<file path="config.mk">
export PLATFORM = sky130hd
export DESIGN_NAME = ram_arbiter_flat
export DESIGN_NICKNAME = d
export VERILOG_FILES = /design/src/rtl/ram_arbiter_if.sv /design/src/rtl/ram_arbiter.sv /design/src/flat_wrapper.sv
export SDC_FILE = /design/constraint.sdc
export NUM_CORES = 1
export LEC_CHECK = 0
export ABC_CLOCK_PERIOD_IN_PS = 2600
export CORE_MARGIN = 2
export CORE_UTILIZATION = 33
export CTS_BUF_LIST = sky130_fd_sc_hd__clkbuf_4 sky130_fd_sc_hd__clkbuf_8
export DETAILED_ROUTE_END_ITERATION = 16
export PLACE_DENSITY = 0.83
export SLEW_MARGIN = 25
export SYNTH_ARGS = -nofsm -noshare
export SYNTH_HDL_FRONTEND = slang
export SYNTH_SLANG_ARGS = --single-unit
</file>
<file path="constraint.sdc">
create_clock -name clock_in -period 2.6 [get_ports clock_in]
set_input_delay 0.65 -clock clock_in [delete_from_list [all_inputs] [get_ports clock_in]]
set_output_delay 0.65 -clock clock_in [all_outputs]
set_load 0.03 [all_outputs]
</file>
<file path="src/rtl/ram_arbiter_if.sv">
// Bus bundle between the two requesters, the arbiter and the shared RAM.
interface ram_arbiter_if #(
    parameter int unsigned ADRS_W = 8,
    parameter int unsigned DATA_W = 8
) ();
    // Port 0 requester
    logic              req0;
    logic              we0;
    logic [ADRS_W-1:0] adrs0;
    logic [DATA_W-1:0] data0;
    logic              gnt0;
    logic              rvalid0;
    // Port 1 requester
    logic              req1;
    logic              we1;
    logic [ADRS_W-1:0] adrs1;
    logic [DATA_W-1:0] data1;
    logic              gnt1;
    logic              rvalid1;
    // Shared read return
    logic [DATA_W-1:0] rdata;
    // RAM side
    logic [ADRS_W-1:0] ram_adrs;
    logic [DATA_W-1:0] ram_data;
    logic              ram_wr_en;
    logic [DATA_W-1:0] ram_q;

    // Arbiter view
    modport slave (
        input  req0, we0, adrs0, data0,
        input  req1, we1, adrs1, data1,
        input  ram_q,
        output gnt0, rvalid0, gnt1, rvalid1, rdata,
        output ram_adrs, ram_data, ram_wr_en
    );

    // Requesters plus RAM view
    modport master (
        output req0, we0, adrs0, data0,
        output req1, we1, adrs1, data1,
        output ram_q,
        input  gnt0, rvalid0, gnt1, rvalid1, rdata,
        input  ram_adrs, ram_data, ram_wr_en
    );
endinterface

</file>
<file path="src/rtl/ram_arbiter.sv">
// Round-robin arbiter sharing one synchronous RAM between two requesters.
// A port keeps the RAM for at most MAX_BURST accesses while the other waits.
module ram_arbiter #(
    parameter int unsigned ADRS_W    = 8,
    parameter int unsigned DATA_W    = 8,
    parameter int unsigned MAX_BURST = 4
) (
    input  logic          clock_in,
    input  logic          reset_N,
    ram_arbiter_if.slave  bus
);

    typedef enum logic [1:0] {StIdle, StGnt0, StGnt1} state_e;

    localparam logic [3:0] BurstLast = 4'(MAX_BURST - 1);

    state_e            state_q, state_d;
    logic [3:0]        burst_q, burst_d;
    logic              last_q, last_d;  // last-served port
    logic              rvalid0_q, rvalid1_q;
    logic              acc0, acc1;
    logic [ADRS_W-1:0] sel_adrs;
    logic [DATA_W-1:0] sel_data;

    // Access qualification and RAM-side muxing
    always_comb begin
        acc0 = (state_q == StGnt0) && bus.req0;
        acc1 = (state_q == StGnt1) && bus.req1;
        // Outside an access the mux just follows the state; values are don't-care.
        if (state_q == StGnt1) begin
            sel_adrs = bus.adrs1;
            sel_data = bus.data1;
        end else begin
            sel_adrs = bus.adrs0;
            sel_data = bus.data0;
        end
    end

    // Next-state, burst counter and last-served pointer
    always_comb begin
        state_d = state_q;
        burst_d = burst_q;
        last_d  = last_q;
        case (state_q)
            StIdle: begin
                if (bus.req0 && bus.req1) begin
                    state_d = last_q ? StGnt0 : StGnt1;
                end else if (bus.req0) begin
                    state_d = StGnt0;
                end else if (bus.req1) begin
                    state_d = StGnt1;
                end
            end
            StGnt0: begin
                if (!bus.req0) begin
                    state_d = bus.req1 ? StGnt1 : StIdle;
                end else if (bus.req1 && (burst_q == BurstLast)) begin
                    state_d = StGnt1;
                end
            end
            StGnt1: begin
                if (!bus.req1) begin
                    state_d = bus.req0 ? StGnt0 : StIdle;
                end else if (bus.req0 && (burst_q == BurstLast)) begin
                    state_d = StGnt0;
                end
            end
            default: state_d = StIdle;
        endcase

        if (state_d != state_q) begin
            burst_d = '0;
            if (state_q == StGnt0) begin
                last_d = 1'b0;
            end else if (state_q == StGnt1) begin
                last_d = 1'b1;
            end
        end else if ((acc0 || acc1) && (burst_q != BurstLast)) begin
            // Saturates while the other port is idle; no forced switch then.
            burst_d = burst_q + 4'd1;
        end
    end

    // State registers; read-valid strobes follow a read access by one cycle
    always_ff @(posedge clock_in or negedge reset_N) begin
        if (!reset_N) begin
            state_q   <= StIdle;
            burst_q   <= '0;
            last_q    <= 1'b1;
            rvalid0_q <= 1'b0;
            rvalid1_q <= 1'b0;
        end else begin
            state_q   <= state_d;
            burst_q   <= burst_d;
            last_q    <= last_d;
            rvalid0_q <= acc0 && !bus.we0;
            rvalid1_q <= acc1 && !bus.we1;
        end
    end

    // Output decode from registered state
    always_comb begin
        bus.gnt0      = (state_q == StGnt0);
        bus.gnt1      = (state_q == StGnt1);
        bus.rvalid0   = rvalid0_q;
        bus.rvalid1   = rvalid1_q;
        bus.rdata     = bus.ram_q;
        bus.ram_adrs  = sel_adrs;
        bus.ram_data  = sel_data;
        bus.ram_wr_en = (acc0 && bus.we0) || (acc1 && bus.we1);
    end

endmodule

</file>
<file path="src/flat_wrapper.sv">
// flat-port wrapper written by rule: the top's interface ports become plain ports
module ram_arbiter_flat 
#(
    parameter int unsigned ADRS_W    = 8,
    parameter int unsigned DATA_W    = 8,
    parameter int unsigned MAX_BURST = 4
)
  (clock_in, reset_N, bus_req0, bus_we0, bus_adrs0, bus_data0, bus_req1, bus_we1, bus_adrs1, bus_data1, bus_ram_q, bus_gnt0, bus_rvalid0, bus_gnt1, bus_rvalid1, bus_rdata, bus_ram_adrs, bus_ram_data, bus_ram_wr_en);
  ram_arbiter_if #(.ADRS_W(ADRS_W), .DATA_W(DATA_W)) bus_i ();
  input  logic clock_in;
  input  logic reset_N;
  input wire logic [$bits(bus_i.req0)-1:0] bus_req0;
  input wire logic [$bits(bus_i.we0)-1:0] bus_we0;
  input wire logic [$bits(bus_i.adrs0)-1:0] bus_adrs0;
  input wire logic [$bits(bus_i.data0)-1:0] bus_data0;
  input wire logic [$bits(bus_i.req1)-1:0] bus_req1;
  input wire logic [$bits(bus_i.we1)-1:0] bus_we1;
  input wire logic [$bits(bus_i.adrs1)-1:0] bus_adrs1;
  input wire logic [$bits(bus_i.data1)-1:0] bus_data1;
  input wire logic [$bits(bus_i.ram_q)-1:0] bus_ram_q;
  output wire logic [$bits(bus_i.gnt0)-1:0] bus_gnt0;
  output wire logic [$bits(bus_i.rvalid0)-1:0] bus_rvalid0;
  output wire logic [$bits(bus_i.gnt1)-1:0] bus_gnt1;
  output wire logic [$bits(bus_i.rvalid1)-1:0] bus_rvalid1;
  output wire logic [$bits(bus_i.rdata)-1:0] bus_rdata;
  output wire logic [$bits(bus_i.ram_adrs)-1:0] bus_ram_adrs;
  output wire logic [$bits(bus_i.ram_data)-1:0] bus_ram_data;
  output wire logic [$bits(bus_i.ram_wr_en)-1:0] bus_ram_wr_en;
  assign bus_i.req0 = bus_req0;
  assign bus_i.we0 = bus_we0;
  assign bus_i.adrs0 = bus_adrs0;
  assign bus_i.data0 = bus_data0;
  assign bus_i.req1 = bus_req1;
  assign bus_i.we1 = bus_we1;
  assign bus_i.adrs1 = bus_adrs1;
  assign bus_i.data1 = bus_data1;
  assign bus_i.ram_q = bus_ram_q;
  assign bus_gnt0 = bus_i.gnt0;
  assign bus_rvalid0 = bus_i.rvalid0;
  assign bus_gnt1 = bus_i.gnt1;
  assign bus_rvalid1 = bus_i.rvalid1;
  assign bus_rdata = bus_i.rdata;
  assign bus_ram_adrs = bus_i.ram_adrs;
  assign bus_ram_data = bus_i.ram_data;
  assign bus_ram_wr_en = bus_i.ram_wr_en;
  ram_arbiter #(.ADRS_W(ADRS_W), .DATA_W(DATA_W), .MAX_BURST(MAX_BURST)) u_core (.clock_in(clock_in), .reset_N(reset_N), .bus(bus_i));
endmodule
</file>
==> metrics.log, run 1 <==
[metrics] Residual DRC: 0
[metrics] number of antenna violations at the first check in global routing: 0
[metrics] number of nets with antenna violations after detailed routing: 0
[metrics] total power after layout: 1.20 mW
[metrics] Die Outline Area: 3070 µm²
[metrics] Final Cell Area: 1490 µm²
[metrics] status: complete, no violations
[metrics] Worst Setup Start Kind: flop
[metrics] pwr dens: 808 nW/µm²
[metrics] final instance count without filler cells: 177
[metrics] Post-synth EDFFs: 0
[metrics] GR Overflow Total: 0
[metrics] highest clock rate: 0.403 GHz
[metrics] relative max-transition margin: 72.2%
[metrics] total of endpoints with negative setup slack in the final report: 0
[metrics] instance count of the mapped netlist: 92
[metrics] maximum VDD drop: 0.000439 V
[metrics] Vert. Die Dim: 55.4 µm
[metrics] Detail Placement HPWL: 2150 µm
[metrics] post-synthesis async set-or-reset flop share: 100%
[metrics] vias per inst: 5.08
[metrics] Distinct cells, synth: 32
[metrics] CP Capture Point: bus_ram_adrs[3]
[metrics] cell area after technology mapping: 873 µm²
[metrics] largest stage delay on the critical path: 0.38 ns
[metrics] slowest stage cell, crit path: sky130_fd_sc_hd__dfrtp_1
[metrics] type of the most critical hold path: flop to flop
[metrics] Fin. Hold Viols: 0
[metrics] worst endpoint data arrival time: 1.83 ns
[metrics] final period demand of the worst path: 2.48 ns
[metrics] worst setup margin: 0.116 ns
[metrics] maximum number of pins on one net before global-route repair: 22
[metrics] quantity of I/O buffers inserted on ports: 58
[metrics] area overhead of the layout relative to synthesis: 70.1%
[metrics] slew at the pin closest to its max-slew limit: 0.416 ns
[metrics] post-synthesis net count: 143
[metrics] Leakage Power: 0.662 nW
[metrics] internal reg-to-reg setup slack: 0.57 ns
[metrics] CTS clock-pin slew for the worst setup and hold paths: 0.07 ns
[metrics] number of slew-limit violations in the final report: 0
[metrics] clock tree from TritonCTS: done
[metrics] Inst Count DP: 173
[metrics] placed standard-cell area: 1470 µm²
[metrics] wire length after detailed routing: 2510 µm
[metrics] FF-to-FF path depth: 8
[metrics] unrepaired setup endpoints after global routing: no
[metrics] Post-Route Skew: 0.00131 ns
[metrics] RR Startpoint: u_core.state_q[1]
[metrics] count of TritonRoute iterations in the first routing pass: 4
[metrics] final layout net count: 199
[metrics] first-pass GRT wire length: 4420 µm
[metrics] average detailed-routed wire length per instance: 14.2 µm
[metrics] Max Root-Sink Buffers: 2
[metrics] cell at the root of the clock tree: sky130_fd_sc_hd__clkbuf_4
[metrics] Clock Sink Count: 9
[metrics] Die Wd: 55.4 µm
[metrics] vias in the first global route: 987
[metrics] sequential-to-total area share from yosys stat: 25.9%
[metrics] final period utilization: 95.5%
[metrics] worst setup timing slack at the placement stage: 0.0158 ns
[metrics] primary flip-flop cell chosen by synthesis mapping: sky130_fd_sc_hd__dfrtp_1
[metrics] FF+latch count, synth: 9
[metrics] count of yosys warnings during synthesis: 0
[metrics] Initial Util: 34.9%
[metrics] Rows: 18
[metrics] number of clock buffers inserted by TritonCTS: 3
[metrics] worst reg2reg endpoint: u_core.last_q
[metrics] GRT Overall Usage: 18.1%
[metrics] series of cell instances along the critical path: inv_1 -> ha_1 -> buf_12 -> mux2_2 -> dlygate4sd2_1
[metrics] core region area: 2500 µm²
[metrics] total vias in the final route: 899
[metrics] later-pin clock latency in the skew report: 0.27 ns
[metrics] number of buffers inserted to repair setup after CTS: 0
[metrics] CP required: 1.95 ns
[metrics] CTS hold repair buffers: 0
[metrics] Antenna Cells: 0
[metrics] final sum of negative setup slack: 0 ns
[metrics] Worst setup EP type: output pin
[metrics] ratio of cells with drive above 1 in the final layout: 23.8%
[metrics] I/O pin cnt: 75
[metrics] worst setup path startpoint: u_core.state_q[0]
[metrics] H-Tree Depth: 1
[metrics] critical path class: flop to output pin
[metrics] syn avg cell area: 9.49 µm²
[metrics] First DRT Iteration DRCs: 10
[metrics] number of maximum-capacitance violations: 0
[metrics] weighted congestion at the end of routability-driven global placement: 0.919
[metrics] crit path max fanout: 21
## metrics by stage
step,util (%),hold WS (ns)
after CTS,59.3,0.471
after floorplan,-,0.354
final,59.4,0.469
after detailed placement,58.7,0.461
after global placement,58.7,0.454
after global routing,59.4,0.497
## cell families (layout without fill, tap and decap cells)
group                    after synthesis  after routing  synth area share [%]
buffers and inverters                 16             71                  10.9
multiplexers                          18             18                  22.9
adder cells (fa/ha/maj)                5              5                  7.16
XOR/XNOR                               2              2                  2.01
AND/OR/NAND/NOR                       23             23                  15.5
flip-flops                             9              9                  25.9
AO/OA/AOI/OAI                         19             19                  15.6
## power by group
part / total (mW) / switching, mW / internal, mW / leakage, nW
Combinational: 0.884 / 0.477 / 0.408 / 0.525
Clock: 0.126 / 0.0562 / 0.0699 / 0.0184
Sequential: 0.190 / 0.0159 / 0.174 / 0.119
## registers in the layout (all words and copies together), names as in the netlist
signal	count
u_core.last_q	1
u_core.bus.rvalid1	1
u_core.burst_q	4
u_core.state_q	2
u_core.bus.rvalid0	1
## worst min-delay path by stage
stage                  start                 to  cells past startpoint
4_1_cts        u_core.last_q      u_core.last_q                      2
3_5_place_dp   u_core.last_q      u_core.last_q                      2
5_1_grt        u_core.last_q      u_core.last_q                      2
2_1_floorplan        reset_N  u_core.burst_q[0]                      0
3_3_place_gp   u_core.last_q      u_core.last_q                      2
6_report       u_core.last_q      u_core.last_q                      2
## repair_timing
action,in CTS,in global routing
hold endpoints to repair,0,0
gates resized for setup,12,1
setup endpoints to repair,12,1
## per-layer routing
metal | vias to the layer above | GRT usage (%) | routed length (µm)
met1 | 399 | 17.8 | 856
met3 | 5 | 7.26 | 281
met2 | 58 | 33.5 | 1330
met5 | - | 0 | 0
li1 | 437 | - | -
met4 | 0 | 7.32 | 45
## synth_stat cells (3+ instances only)
cell type,n,area share [%]
sky130_fd_sc_hd__inv_1,5,2.1
sky130_fd_sc_hd__ha_1,5,7.2
sky130_fd_sc_hd__mux2_2,16,21
sky130_fd_sc_hd__a21oi_1,4,2.3
sky130_fd_sc_hd__dfrtp_1,8,23
sky130_fd_sc_hd__buf_4,9,7.7
sky130_fd_sc_hd__nor2_1,9,3.9
sky130_fd_sc_hd__a31oi_1,3,2.1
sky130_fd_sc_hd__nand2_1,4,1.7
sky130_fd_sc_hd__o21a_1,3,2.6
## cell usage in the layout, fill, tap and decap left out, types with 2 or more instances in the layout
master,count
sky130_fd_sc_hd__dlygate4sd2_1,12
sky130_fd_sc_hd__buf_12,3
sky130_fd_sc_hd__a21oi_1,4
sky130_fd_sc_hd__o21a_1,3
sky130_fd_sc_hd__inv_1,5
sky130_fd_sc_hd__dfrtp_1,8
sky130_fd_sc_hd__mux2_2,16
sky130_fd_sc_hd__mux2i_1,2
sky130_fd_sc_hd__nand2_1,4
sky130_fd_sc_hd__nand4_1,2
sky130_fd_sc_hd__a31oi_1,3
sky130_fd_sc_hd__ha_1,5
sky130_fd_sc_hd__o21ai_0,2
sky130_fd_sc_hd__clkbuf_4,4
sky130_fd_sc_hd__and2_1,2
sky130_fd_sc_hd__clkdlybuf4s50_1,39
sky130_fd_sc_hd__nor2_1,9
sky130_fd_sc_hd__buf_4,7
## final cells by class
type | instances | area [µm²]
clock buffer | 4 | 30.0
fill | 206 | 1010
inverter | 5 | 18.8
multi-input combinational | 67 | 552
sequential | 9 | 226
tap | 30 | 37.5
timing repair buffer | 62 | 621
## worst max-delay path, delay by kind of cell, from the launching register on
family	cells	cell delay (ns)
fa+ha+maj	1	0.20
buf+inv	3	0.64
flops	1	0.38
mux	1	0.34
Power figures use the tool's default switching activity.
==> run 2: changes to the inputs <==
--- a/config.mk
+++ b/config.mk
@@ -10,6 +10,7 @@
 export CORE_UTILIZATION = 33
 export CTS_BUF_LIST = sky130_fd_sc_hd__clkbuf_4 sky130_fd_sc_hd__clkbuf_8
 export DETAILED_ROUTE_END_ITERATION = 16
+export HOLD_SLACK_MARGIN = 0.15
 export PLACE_DENSITY = 0.83
 export SLEW_MARGIN = 25
 export SYNTH_ARGS = -nofsm -noshare
==> results of run 2 <==
No change in the layout: final DEF, timing and power equal those of run 1.
==> run 3: changes to the inputs <==
--- a/config.mk
+++ b/config.mk
@@ -7,11 +7,11 @@
 export LEC_CHECK = 0
 export ABC_CLOCK_PERIOD_IN_PS = 2600
 export CORE_MARGIN = 2
-export CORE_UTILIZATION = 33
+export CORE_UTILIZATION = 45
 export CTS_BUF_LIST = sky130_fd_sc_hd__clkbuf_4 sky130_fd_sc_hd__clkbuf_8
 export DETAILED_ROUTE_END_ITERATION = 16
+export DONT_BUFFER_PORTS = 1
 export HOLD_SLACK_MARGIN = 0.15
-export PLACE_DENSITY = 0.83
 export SLEW_MARGIN = 25
 export SYNTH_ARGS = -nofsm -noshare
 export SYNTH_HDL_FRONTEND = slang
==> run 3 against run 2 <==
  * Utilization down 9.9 points
  * Via count down 25%
  * Count of clock-buffer cells in the layout unchanged
  * Die area down 25%
  * Register-to-register slack worse by 0.08 ns
  * First-iteration DRC count down 30%
  * Cell count down 36%
  * Worst setup slack better by 0.0067 ns
  * Clock power down 6%
  * Flip-flop and latch count unchanged
  * Highest routed layer is now met3
==> metrics.log, run 3 (synthesis results as in run 1) <==
[metrics] status: complete, no violations
[metrics] highest clock rate: 0.404 GHz
[metrics] quantity of I/O buffers inserted on ports: 0
[metrics] GR Overflow Total: 0
[metrics] internal reg-to-reg setup slack: 0.49 ns
[metrics] clock tree from TritonCTS: done
[metrics] Comb power frac: 65.4%
[metrics] final hold slack: 0.225 ns
[metrics] largest stage delay on the critical path: 0.44 ns
[metrics] Die Outline Area: 2310 µm²
[metrics] total vias in the final route: 674
[metrics] unrepaired setup endpoints after global routing: no
[metrics] pwr dens: 1090 nW/µm²
[metrics] First DRT Iteration DRCs: 7
[metrics] Detail Placement HPWL: 1380 µm
[metrics] kind of cell adding the most delay to the critical path: flip-flops
[metrics] worst reg2reg endpoint: u_core.last_q
[metrics] Leakage Power: 0.381 nW
[metrics] average detailed-routed wire length per instance: 14.9 µm
[metrics] FF-to-FF path depth: 7
[metrics] worst setup path startpoint: u_core.state_q[1]
[metrics] relative max-transition margin: 70.8%
[metrics] Rows: 15
[metrics] total power after layout: 0.959 mW
[metrics] commonest non-fill, non-tap cell in the layout: sky130_fd_sc_hd__mux2_2
[metrics] maximum VDD drop: 0.000480 V
[metrics] most frequent cells in the layout: 16 x sky130_fd_sc_hd__mux2_2, 9 x sky130_fd_sc_hd__nor2_1, 8 x sky130_fd_sc_hd__dfrtp_1
[metrics] CTS clock-pin slew for the worst setup and hold paths: 0.06 ns
[metrics] Worst Setup Start Kind: flop
[metrics] Final Cell Area: 883 µm²
[metrics] number of fillers in the final layout: 175
[metrics] critical path class: flop to output pin
[metrics] number of clock buffers inserted by TritonCTS: 3
[metrics] number of slew-limit violations in the final report: 0
[metrics] Die Wd: 48.1 µm
[metrics] FF+latch area: 226 µm²
[metrics] first-pass GRT wire length: 2420 µm
[metrics] Worst setup EP type: output pin
[metrics] internal power: 0.475 mW
[metrics] number of nets with antenna violations after detailed routing: 0
[metrics] GRT Overall Usage: 15.3%
[metrics] area of combinational cells with multiple inputs: 552 µm²
[metrics] Fin. Hold Viols: 0
[metrics] worst path buffer plus inverter count: 1
[metrics] slew at the pin closest to its max-slew limit: 0.438 ns
[metrics] Vert. Die Dim: 48.1 µm
[metrics] core region area: 1780 µm²
[metrics] number of maximum-capacitance violations: 0
[metrics] RR Startpoint: u_core.state_q[1]
[metrics] final layout net count: 140
[metrics] ratio of cells with drive above 1 in the final layout: 30.7%
[metrics] switching share of power: 50.5%
[metrics] total of endpoints with negative setup slack in the final report: 0
[metrics] Post-Route Skew: 0.000795 ns
[metrics] leading registers by flop count: u_core.burst_q (4), u_core.state_q (2)
[metrics] type of the most critical hold path: input port to async pin
[metrics] Initial Util: 49.0%
[metrics] Antenna Cells: 0
[metrics] crit path max fanout: 7
[metrics] H-Tree Depth: 1
[metrics] later-pin clock latency in the skew report: 0.26 ns
[metrics] sequential group share of total power: 22.2%
[metrics] Inst Count DP: 108
[metrics] slowest stage cell, crit path: sky130_fd_sc_hd__dfrtp_1
[metrics] CP required: 1.95 ns
[metrics] area overhead of the layout relative to synthesis: 1.15%
[metrics] net load switching power: 0.485 mW
[metrics] Residual DRC: 0
[metrics] count of TritonRoute iterations in the first routing pass: 4
[metrics] clock network fraction of design power: 12.4%
[metrics] final period demand of the worst path: 2.48 ns
[metrics] register with the most flip-flops: u_core.burst_q
[metrics] cell at the root of the clock tree: sky130_fd_sc_hd__clkbuf_4
[metrics] Clock Sink Count: 9
[metrics] final instance count without filler cells: 113
[metrics] vias per inst: 5.96
[metrics] final period utilization: 95.3%
[metrics] placed standard-cell area: 843 µm²
[metrics] weighted congestion at the end of routability-driven global placement: 0.767
[metrics] number of gates on the worst path with buffers counted: 4
[metrics] CP Capture Point: bus_ram_wr_en
[metrics] Max Root-Sink Buffers: 2
[metrics] wire length after detailed routing: 1680 µm
[metrics] number of antenna violations at the first check in global routing: 0
[metrics] worst endpoint data arrival time: 1.83 ns
[metrics] series of cell instances along the critical path: inv_1 -> ha_1 -> and2_1 -> a32o_1
[metrics] final sum of negative setup slack: 0 ns
[metrics] flip-flop count of the largest register after layout: 4
[metrics] vias in the first global route: 541
[metrics] I/O pin cnt: 75
[metrics] maximum number of pins on one net before global-route repair: 13
==> run 3: cell types whose count changed in the layout (fill, tap and decap cells not counted) <==
cell,change
sky130_fd_sc_hd__buf_12,-3
sky130_fd_sc_hd__buf_4,-5
sky130_fd_sc_hd__clkdlybuf4s50_1,-39
sky130_fd_sc_hd__dlygate4sd2_1,-12
sky130_fd_sc_hd__dlygate4sd3_1,+1
sky130_fd_sc_hd__dlymetal6s2s_1,-1
==> run 3: how the worst min path moves through the flow <==
stage	from	endpoint	depth (start not counted)
global placement	reset_N	u_core.burst_q[2]	0
finish	reset_N	u_core.last_q	0
floorplan	reset_N	u_core.burst_q[0]	0
detailed placement	reset_N	u_core.burst_q[2]	0
global route	reset_N	u_core.last_q	0
CTS	reset_N	u_core.last_q	0
==> run 3: power by group through the flow <==
| stage | combinational (mW) | sequential (mW) | clock, mW |
|---|---|---|---|
| after detailed placement | 0.626 | 0.216 | 0 |
| after floorplan | 0.580 | 0.209 | 0 |
| after global routing | 0.685 | 0.218 | 0.131 |
| final | 0.627 | 0.213 | 0.119 |
| after CTS | 0.633 | 0.213 | 0.123 |
| after global placement | 0.621 | 0.216 | 0 |
==> run 3: layout make-up <==
cell class	instances	area share, %
Timing Repair Buffer	3	2.83
Inverter	5	2.12
Multi-Input combinational cell	67	62.5
Tap cell	25	3.54
Sequential cell	9	25.6
Clock buffer	4	3.40
==> run 3: layer usage <==
metal	global-route usage, %	vias to the layer above	part of all wire [%]	routed length, µm
li1	-	315	-	-
met1	18.6	308	39	661
met2	25.3	51	50	841
met3	7.17	0	11	181
met4	1.62	0	0	0
met5	0	-	0	0
==> run 3: timing repair <==
| item | in CTS | in global routing |
|---|---|---|
| setup endpoints to repair | 0 | 0 |
| hold endpoints to repair | 8 | 0 |
| setup buffers | 0 | 0 |
| resized for setup | 0 | 0 |
| hold buffers | 1 | 0 |
==> run 3: stage by stage <==
step / util [%] / worst slack [ns]
6_report: 49.5 / 0.122
5_1_grt: 49.5 / 0.0157
3_3_place_gp: 47.3 / 0.426
4_1_cts: 49.5 / 0.118
3_5_place_dp: 47.3 / 0.406
2_1_floorplan: - / 0.0116
